--- config.mk ---
export PLATFORM = sky130hd
export DESIGN_NAME = hazard_stall_ctrl
export DESIGN_NICKNAME = d
export VERILOG_FILES = /design/src/rtl/hazard_stall_ctrl.sv
export SDC_FILE = /design/constraint.sdc
export NUM_CORES = 1
export LEC_CHECK = 0
export CORE_MARGIN = 2
export CORE_UTILIZATION = 50
export CTS_CLUSTER_DIAMETER = 50
export DETAILED_ROUTE_END_ITERATION = 7
export HOLD_SLACK_MARGIN = 0.02
export PLACE_DENSITY = 0.87
export SETUP_SLACK_MARGIN = 0.2
export SYNTH_ARGS = -nofsm -noshare
export SYNTH_HDL_FRONTEND = slang
export SYNTH_SLANG_ARGS = --single-unit
--- constraint.sdc ---
create_clock -name clk -period 6.4 [get_ports clk]
set_clock_uncertainty 0.05 [all_clocks]
set_input_delay 1.28 -clock clk [delete_from_list [all_inputs] [get_ports clk]]
set_output_delay 1.28 -clock clk [all_outputs]
set_load 0.01 [all_outputs]
--- src/rtl/hazard_stall_ctrl.sv ---
// Pipeline hazard/stall sequencer for the 5-stage core: memory freeze, branch flush,
// load-use bubble, memory-wait watchdog and saturating stall/flush counters.
module hazard_stall_ctrl #(
  parameter int PERF_CNT_W  = 32,
  parameter int MEM_TIMEOUT = 64
) (
  input  logic                  clk,
  input  logic                  reset,
  input  logic [6:0]            id_instr_opcode_ip,
  input  logic [4:0]            ID_rs1_ip,
  input  logic [4:0]            ID_rs2_ip,
  input  logic [4:0]            ID_EX_dest_ip,
  input  logic                  ID_EX_mem_read_ip,
  input  logic                  EX_branch_taken_ip,
  input  logic                  dmem_req_ip,
  input  logic                  dmem_gnt_ip,
  input  logic                  perf_clr_ip,
  output logic                  pc_stall_op,
  output logic                  if_id_stall_op,
  output logic                  if_id_flush_op,
  output logic                  id_ex_stall_op,
  output logic                  id_ex_bubble_op,
  output logic                  ex_mem_stall_op,
  output logic                  mem_wb_bubble_op,
  output logic                  state_op,
  output logic                  mem_timeout_op,
  output logic [PERF_CNT_W-1:0] stall_cycles_op,
  output logic [PERF_CNT_W-1:0] flush_count_op
);

  localparam logic [6:0] OPCODE_LOAD   = 7'b0000011;
  localparam logic [6:0] OPCODE_OPIMM  = 7'b0010011;
  localparam logic [6:0] OPCODE_STORE  = 7'b0100011;
  localparam logic [6:0] OPCODE_OP     = 7'b0110011;
  localparam logic [6:0] OPCODE_BRANCH = 7'b1100011;
  localparam logic [6:0] OPCODE_JALR   = 7'b1100111;

  localparam logic [0:0] ST_RUN      = 1'b0;
  localparam logic [0:0] ST_MEM_WAIT = 1'b1;

  localparam logic [7:0]            WAIT_LIMIT = 8'(MEM_TIMEOUT - 1);
  localparam logic [PERF_CNT_W-1:0] CNT_MAX    = '1;
  localparam logic [PERF_CNT_W-1:0] CNT_ONE    = PERF_CNT_W'(1);

  logic       uses_rs1;
  logic       uses_rs2;
  logic       freeze;
  logic       loaduse;
  logic       branch_act;
  logic       loaduse_act;
  logic [1:0] cnt_inc;

  logic [0:0] state_q, state_d;
  logic [7:0] wait_cnt_q, wait_cnt_d;
  logic       timeout_q, timeout_d;

  always_comb begin
    uses_rs1 = 1'b0;
    uses_rs2 = 1'b0;
    case (id_instr_opcode_ip)
      OPCODE_OP, OPCODE_STORE, OPCODE_BRANCH: begin
        uses_rs1 = 1'b1;
        uses_rs2 = 1'b1;
      end
      OPCODE_OPIMM, OPCODE_LOAD, OPCODE_JALR: begin
        uses_rs1 = 1'b1;
      end
      default: begin
        uses_rs1 = 1'b0;
        uses_rs2 = 1'b0;
      end
    endcase
  end

  assign freeze  = dmem_req_ip & ~dmem_gnt_ip;
  assign loaduse = ID_EX_mem_read_ip & (ID_EX_dest_ip != 5'd0) &
                   ((uses_rs1 & (ID_rs1_ip == ID_EX_dest_ip)) |
                    (uses_rs2 & (ID_rs2_ip == ID_EX_dest_ip)));

  // Freeze dominates; a branch held during a freeze is acted on once it releases.
  assign branch_act  = EX_branch_taken_ip & ~freeze;
  assign loaduse_act = loaduse & ~freeze & ~EX_branch_taken_ip;

  // Controls are gated by reset so an asserted reset kills any stall at once.
  assign pc_stall_op      = reset & (freeze | loaduse_act);
  assign if_id_stall_op   = reset & (freeze | loaduse_act);
  assign if_id_flush_op   = reset & branch_act;
  assign id_ex_stall_op   = reset & freeze;
  assign id_ex_bubble_op  = reset & (branch_act | loaduse_act);
  assign ex_mem_stall_op  = reset & freeze;
  assign mem_wb_bubble_op = reset & freeze;

  always_comb begin
    state_d = state_q;
    case (state_q)
      ST_RUN:      if (freeze)  state_d = ST_MEM_WAIT;
      ST_MEM_WAIT: if (!freeze) state_d = ST_RUN;
      default:     state_d = ST_RUN;
    endcase
  end

  always_comb begin
    wait_cnt_d = 8'd0;
    if (freeze) begin
      wait_cnt_d = (wait_cnt_q == 8'hFF) ? wait_cnt_q : wait_cnt_q + 8'd1;
    end
  end

  always_comb begin
    timeout_d = timeout_q;
    if (perf_clr_ip) begin
      timeout_d = 1'b0;
    end else if (freeze && (wait_cnt_q == WAIT_LIMIT)) begin
      timeout_d = 1'b1;
    end
  end

  always_ff @(posedge clk or negedge reset) begin
    if (!reset) begin
      state_q    <= ST_RUN;
      wait_cnt_q <= 8'd0;
      timeout_q  <= 1'b0;
    end else begin
      state_q    <= state_d;
      wait_cnt_q <= wait_cnt_d;
      timeout_q  <= timeout_d;
    end
  end

  // Counter 0 tracks stall cycles, counter 1 tracks branch-flush cycles.
  assign cnt_inc[0] = freeze | loaduse_act;
  assign cnt_inc[1] = branch_act;

  genvar gi;
  generate
    for (gi = 0; gi < 2; gi++) begin : g_cnt
      logic [PERF_CNT_W-1:0] cnt_q, cnt_d;

      always_comb begin
        cnt_d = cnt_q;
        if (perf_clr_ip) begin
          cnt_d = '0;
        end else if (cnt_inc[gi] && (cnt_q != CNT_MAX)) begin
          cnt_d = cnt_q + CNT_ONE;
        end
      end

      always_ff @(posedge clk or negedge reset) begin
        if (!reset) begin
          cnt_q <= '0;
        end else begin
          cnt_q <= cnt_d;
        end
      end
    end
  endgenerate

  assign stall_cycles_op = g_cnt[0].cnt_q;
  assign flush_count_op  = g_cnt[1].cnt_q;
  assign state_op        = state_q;
  assign mem_timeout_op  = timeout_q;

endmodule

==> results of run 1 <==
==> power by group through the flow <==
| stage | registers, W | logic (W) | clock network [W] |
|---|---|---|---|
| finish | 0.000474 | 0.0000715 | 0.000468 |
| global route | 0.000474 | 0.0000786 | 0.000493 |
| CTS | 0.000474 | 0.0000723 | 0.000471 |
| detailed placement | 0.000483 | 0.0000720 | 0 |
| global placement | 0.000483 | 0.0000701 | 0 |
| floorplan | 0.000483 | 0.0000299 | 0 |
==> final cells by class <==
class | count | area [um2] | share of cell area, %
clock buffer | 9 | 124 | 2.31
clock inverter | 5 | 129 | 2.41
inverter | 8 | 30.0 | 0.561
multi-input combinational | 327 | 2060 | 38.6
sequential | 74 | 1850 | 34.6
tap | 102 | 128 | 2.38
timing repair buffer | 104 | 1030 | 19.2
==> critical path, cell delays in order <==
cell	delay (ns)
clkdlybuf4s50_1	0.47
or4_1	0.55
nor2_1	0.20
a2111oi_4	0.08
a31oi_2	0.18
buf_4	0.28
nor2b_1	0.09
clkdlybuf4s50_1	0.48
==> layer usage <==
layer / global-route usage (%) / wire [um]
met5: 0 / 0
met4: 7.37 / 125
met3: 3.53 / 432
met2: 38.8 / 4770
met1: 30.1 / 4320
==> metrics by stage <==
stage | power, W | setup slack, ns | instance area [um2] | std cells
after global placement | 0.000553 | 1.48 | 5100 | 615
after detailed placement | 0.000555 | 1.44 | 5100 | 615
after global routing | 0.00105 | 1.28 | 5350 | 629
after floorplan | 0.000513 | 2.14 | 4060 | 430
final | 0.00101 | 1.45 | 5350 | 629
after CTS | 0.00102 | 1.43 | 5350 | 629
==> cell usage after synthesis, drive strengths merged, types with 3 or more instances <==
cell,number
mux2,3
and3,18
o31ai,3
nor4,4
dfrtp,74
a31oi,6
buf,10
nor2,70
o21ai,7
xnor2,35
ha,3
clkbuf,11
inv,8
nand2,19
xor2,29
and4,6
nor3,16
mux2i,3
nor3b,5
nand3,32
or4,5
a21oi,10
or3,4
and2,6
nand4,22
nor2b,7
==> final timing paths <==
path                                     start                   to  depth (start not counted)  slack (ns)
hold reg to reg                 mem_timeout_op       mem_timeout_op                          2        0.47
hold / removal                  mem_timeout_op       mem_timeout_op                          2        0.47
max in group asynchronous                reset  stall_cycles_op[29]                          2        4.57
setup reg to reg           stall_cycles_op[15]  stall_cycles_op[28]                          7        3.57
min in group asynchronous                reset   flush_count_op[25]                          1        0.84
setup / recovery              ID_EX_dest_ip[1]       if_id_stall_op                          8        1.45
==> registers in the layout, indices dropped and copies added (netlist names) <==
signal / flops
mem_timeout_op: 1
flush_count_op: 32
state_op: 1
wait_cnt_q: 8
stall_cycles_op: 32
==> logic make-up (layout without fill, tap and decap cells) <==
logic type	Yosys count	after routing	synth area share [%]
AND/OR/NAND/NOR	223	223	29.4
flip-flops	74	74	45.6
multiplexers	6	6	1.57
buffers and inverters	29	126	3.64
AO/OA/AOI/OAI	31	31	5.03
adder cells (fa/ha/maj)	3	3	0.925
XOR/XNOR	64	64	13.8
==> run metrics, run 1 <==
register area share after synthesis=45.6%; PortBufs=101; layout cells sized above 1=under 10%; Leak Pwr=2.14 nW; Initial Util=approximately 52%; post_cts resized=0; Bufs on Longest Clock Path=2; crit path time final=4.95 ns; class of the worst hold path=flop to flop; first-pass iteration count of the detailed router=5; Post-synth ARST share=100%; Residual DRC=0; CP Class=primary input to output pin; CTS tree=built; Filler Cell Count=610; Root Buffer=clkbuf_8; # IOs=about 100; fmax=0.202 GHz; Setup crit start kind=primary input; Post-DRT Antenna Nets=0; die span in y=94.1 um; antenna violations before repair=0; Tcrit/Tclk final=77.4%; synthesized cell area=4060 um2; cell type with the largest total area after synthesis=dfrtp_1; share of total power in sequential cells=46.8%; number of max-cap violations=0; Net Sw Frac=a little over a fifth; Crit Path Max Fanout=22; outcome=finished, final reports clean; worst hold slack=0.470 ns; GRT Residual Overflow=0; vias in the first global route=3439; Core Util, Final=about two thirds; CTS buffer count=9; internal power=0.000798 W; total setup buffers inserted after CTS=0; Rel. slew slack=38.5%; Global Route Usage Sum=22.9%; Logic pwr share=7.1%; Synth top area share=45.6%; Psw=between 0.0002 and 0.00025 W; Final #Nets=556; Worst Max-Slew Pin Slew=0.918 ns; DRT iter0 DRCs=222; Worst EP required=5.07 ns; vias=3530; Post-Syn Nets=about 460; Avg Inst Size Synth=roughly 9.4 um2; Max rail drop VDD=about 0.13 mV; commonest non-fill, non-tap cell in the layout=clkdlybuf4s50_1; Worst-path clk slew=approximately 0.080 ns; WL final=approximately 9.6 mm; Crit. End Element=output pin; # rows=32; routability cong.=0.855; setup violators final=0; distinct cell type count after synthesis=47; wire per inst=15.3 um; Skew-Pair Late Insertion Delay=around 0.35 ns; Cells after Synth=430; clock group share of total power=between 40% and 50%; P&R area growth vs syn=31.9%; Most used DFF post-synth=dfrtp_1; Clock Sinks=between 70 and 80; Via-to-Cell Ratio=5.61; PwrDens=189 nW/um2; DP HPWL=6.80 mm; most frequent cells in the layout=clkdlybuf4s50_1, dfrtp_1, nor2_1; H-tree Lvls=3; arrival time worst endpoint=3.62 ns; core area=just under 8000 um2; n_diodes=0; Final Hold Vio Count=0; pin count of the biggest net entering global routing=69; first-pass GRT wire length=16.2 mm; die width=between 90 and 100 um; Die ar.=just under 9000 um2; setup TNS=0 ns; hold buffers post-CTS=0; #FFs+latches synth=74; top cells by area, synth=dfrtp_1, xnor2_1, nor2_1, xor2_1, nand3_1; fin. max-slew vios=0; Synth Warn #=0; number of enable flip-flop cells after synthesis=0; RSZ-0062 raised after global routing=false
Power figures use the tool's default switching activity.
==> run 2, diff against run 1 <==
==> constraint.sdc (replaced) <==
create_clock -name clk -period 5.1 [get_ports clk]
set_clock_uncertainty 0.05 [all_clocks]
set_input_delay 1.02 -clock clk [delete_from_list [all_inputs] [get_ports clk]]
set_output_delay 1.02 -clock clk [all_outputs]
set_load 0.01 [all_outputs]
==> run 2 against run 1 <==
Setup slack worse by 0.67 ns. Largest power group unchanged. Flip-flop and latch count stayed put. Critical path depth is 1 lower. Critical endpoint is now pc_stall_op. Total power is 6.7% higher. First-iteration DRC count is 13% higher. Final cell count is 0.32% higher. Critical path type unchanged. Clock power is 15% lower.
==> run metrics, run 2 (same netlist as run 1, synthesis figures left out) <==
die span in y=94.1 um (unchanged); P&R area growth vs syn=29.7%; crit path time final=4.32 ns; setup violators final=0 (unchanged); WL final=9.94 mm (+3.1%); post_cts resized=0 (unchanged); Worst-path clk slew=0.07 ns (about the same); Root Buffer=clkbuf_8; Initial Util=52.0% (unchanged); Max rail drop VDD=0.137 mV (+6.2%); Final #Nets=556 (unchanged); H-tree Lvls=3 (unchanged); Die ar.=8850 um2 (unchanged); Via-to-Cell Ratio=5.63 (+0.28%); register area=1850 um2 (unchanged); Max stage delay cell, worst path=clkdlybuf4s50_1; fin. max-slew vios=0 (unchanged); Leak Pwr=2.11 nW (-1.8%); die width=94.1 um (unchanged); setup TNS=0 ns (unchanged); RSZ-0062 raised after global routing=false; PwrDens=205 nW/um2 (+8.5%); core area=7810 um2 (unchanged); fmax=0.232 GHz; Tcrit/Tclk final=84.7%; Crit Path Max Fanout=11 (-50%); # IOs=102 (unchanged); DP HPWL=7.01 mm (+3.1%); Residual DRC=0 (unchanged); DRT iter0 DRCs=251 (+13%); area of the multi-input gates=2060 um2 (unchanged); CTS tree=built; Filler Cell Count=625 (+2.5%); Rel. slew slack=40.2% (+1.7 points); CP Class=primary input to output pin; pin count of the biggest net entering global routing=69 (unchanged); class of the worst hold path=flop to flop; wire per inst=15.8 um (+2.8%); Layout Cells excl Fill=631 (+0.32%); Post-DRT Antenna Nets=0 (unchanged); arrival time worst endpoint=3.25 ns (-0.37 ns); placed insts=615 (unchanged); Final Hold Vio Count=0 (unchanged); first-pass iteration count of the detailed router=6 (+1); antenna violations before repair=0 (unchanged); layout cells sized above 1=5.67% (-0.21 points); cell mode on critical path=clkdlybuf4s50_1; vias=3551 (+0.59%); Crit. End Element=output pin; first-pass GRT wire length=16.5 mm (+1.7%); max incr delay on CP=0.57 ns (+0.02 ns); total setup buffers inserted after CTS=0 (unchanged); CTS buffer count=9 (unchanged); n_diodes=0 (unchanged); Global Route Usage Sum=23.7% (+0.83 points); routability cong.=0.862 (+0.76%); Setup crit start kind=primary input; # rows=32 (unchanged); Bufs on Longest Clock Path=2 (unchanged); Worst Max-Slew Pin Slew=0.892 ns (-0.0259 ns); Clock Sinks=74 (unchanged); GRT Residual Overflow=0 (unchanged); cell chain of the critical path=clkdlybuf4s50_1 -> nand2b_1 -> inv_2 -> a2111oi_4 -> a31oi_2 -> nor2b_1 -> clkdlybuf4s50_1; number of max-cap violations=0 (unchanged); outcome=finished, final reports clean; PortBufs=101 (unchanged); commonest non-fill, non-tap cell in the layout=clkdlybuf4s50_1; Skew-Pair Late Insertion Delay=0.34 ns (about the same); Worst EP required=4.03 ns (-1.04 ns); vias in the first global route=3467 (+0.81%); most frequent cells in the layout=clkdlybuf4s50_1, dfrtp_1, nor2_1; hold buffers post-CTS=0 (unchanged)
==> run 2: cell count changes in the layout (fill, tap and decap cells not counted), sizes merged <==
cell and change:
clkinv +2, bufinv -4, clkbuf +4
==> run 2: stage by stage <==
| step | power, W | setup WS, ns | util (%) | hold WS [ns] | instance area, um2 |
|---|---|---|---|---|---|
| after detailed placement | 0.000698 | 0.753 | 65.3 | 0.444 | 5100 |
| after floorplan | 0.000644 | 1.36 | - | 0.399 | 4060 |
| after global routing | 0.00113 | 0.622 | 67.4 | 0.476 | 5260 |
| after CTS | 0.00109 | 0.750 | 67.4 | 0.455 | 5260 |
| final | 0.00108 | 0.782 | 67.4 | 0.451 | 5260 |
| after global placement | 0.000694 | 0.841 | 65.3 | 0.431 | 5100 |
==> run 2: power by group <==
group | switching [W] | internal (W)
clock network | 0.000208 | 0.000188
logic | 0.0000482 | 0.0000421
registers | 0.00000482 | 0.000590
total | 0.000261 | 0.000820
==> run 2: area by class of cell <==
cell class | instances | area share [%]
Clock inverter | 3 | 0.285
Clock buffer | 13 | 2.83
Multi-Input combinational cell | 327 | 39.2
Timing Repair Buffer | 104 | 19.5
Tap cell | 102 | 2.42
Inverter | 8 | 0.570
Sequential cell | 74 | 35.2
==> run 2: path summary, 6_finish.rpt <==
path                                           from                  end  slack (ns)  cells after the start
worst max-delay path                    dmem_gnt_ip          pc_stall_op        0.78                      7
worst min-delay path                  wait_cnt_q[4]        wait_cnt_q[4]        0.45                      1
worst max register to register  stall_cycles_op[15]  stall_cycles_op[28]        2.33                      7
worst min register to register        wait_cnt_q[4]        wait_cnt_q[4]        0.45                      1
max in group asynchronous                     reset  stall_cycles_op[20]        3.52                      2
min in group asynchronous                     reset   flush_count_op[22]        0.59                      1
==> run 2: worst max-delay path: cells and delay by family <==
kind,cells,cell delay (ns)
buf+inv,3,1.19
compound gates,2,0.57
simple gates,2,0.47
==> run 2: per-layer routing <==
layer  wire length, um  vias to the layer above  GRT usage [%]
li1                  -                     1682              -
met5                 0                        -              0
met1              4310                     1722           30.4
met3               458                       20           4.49
met2              4990                      127           40.2
met4               185                        0           8.09
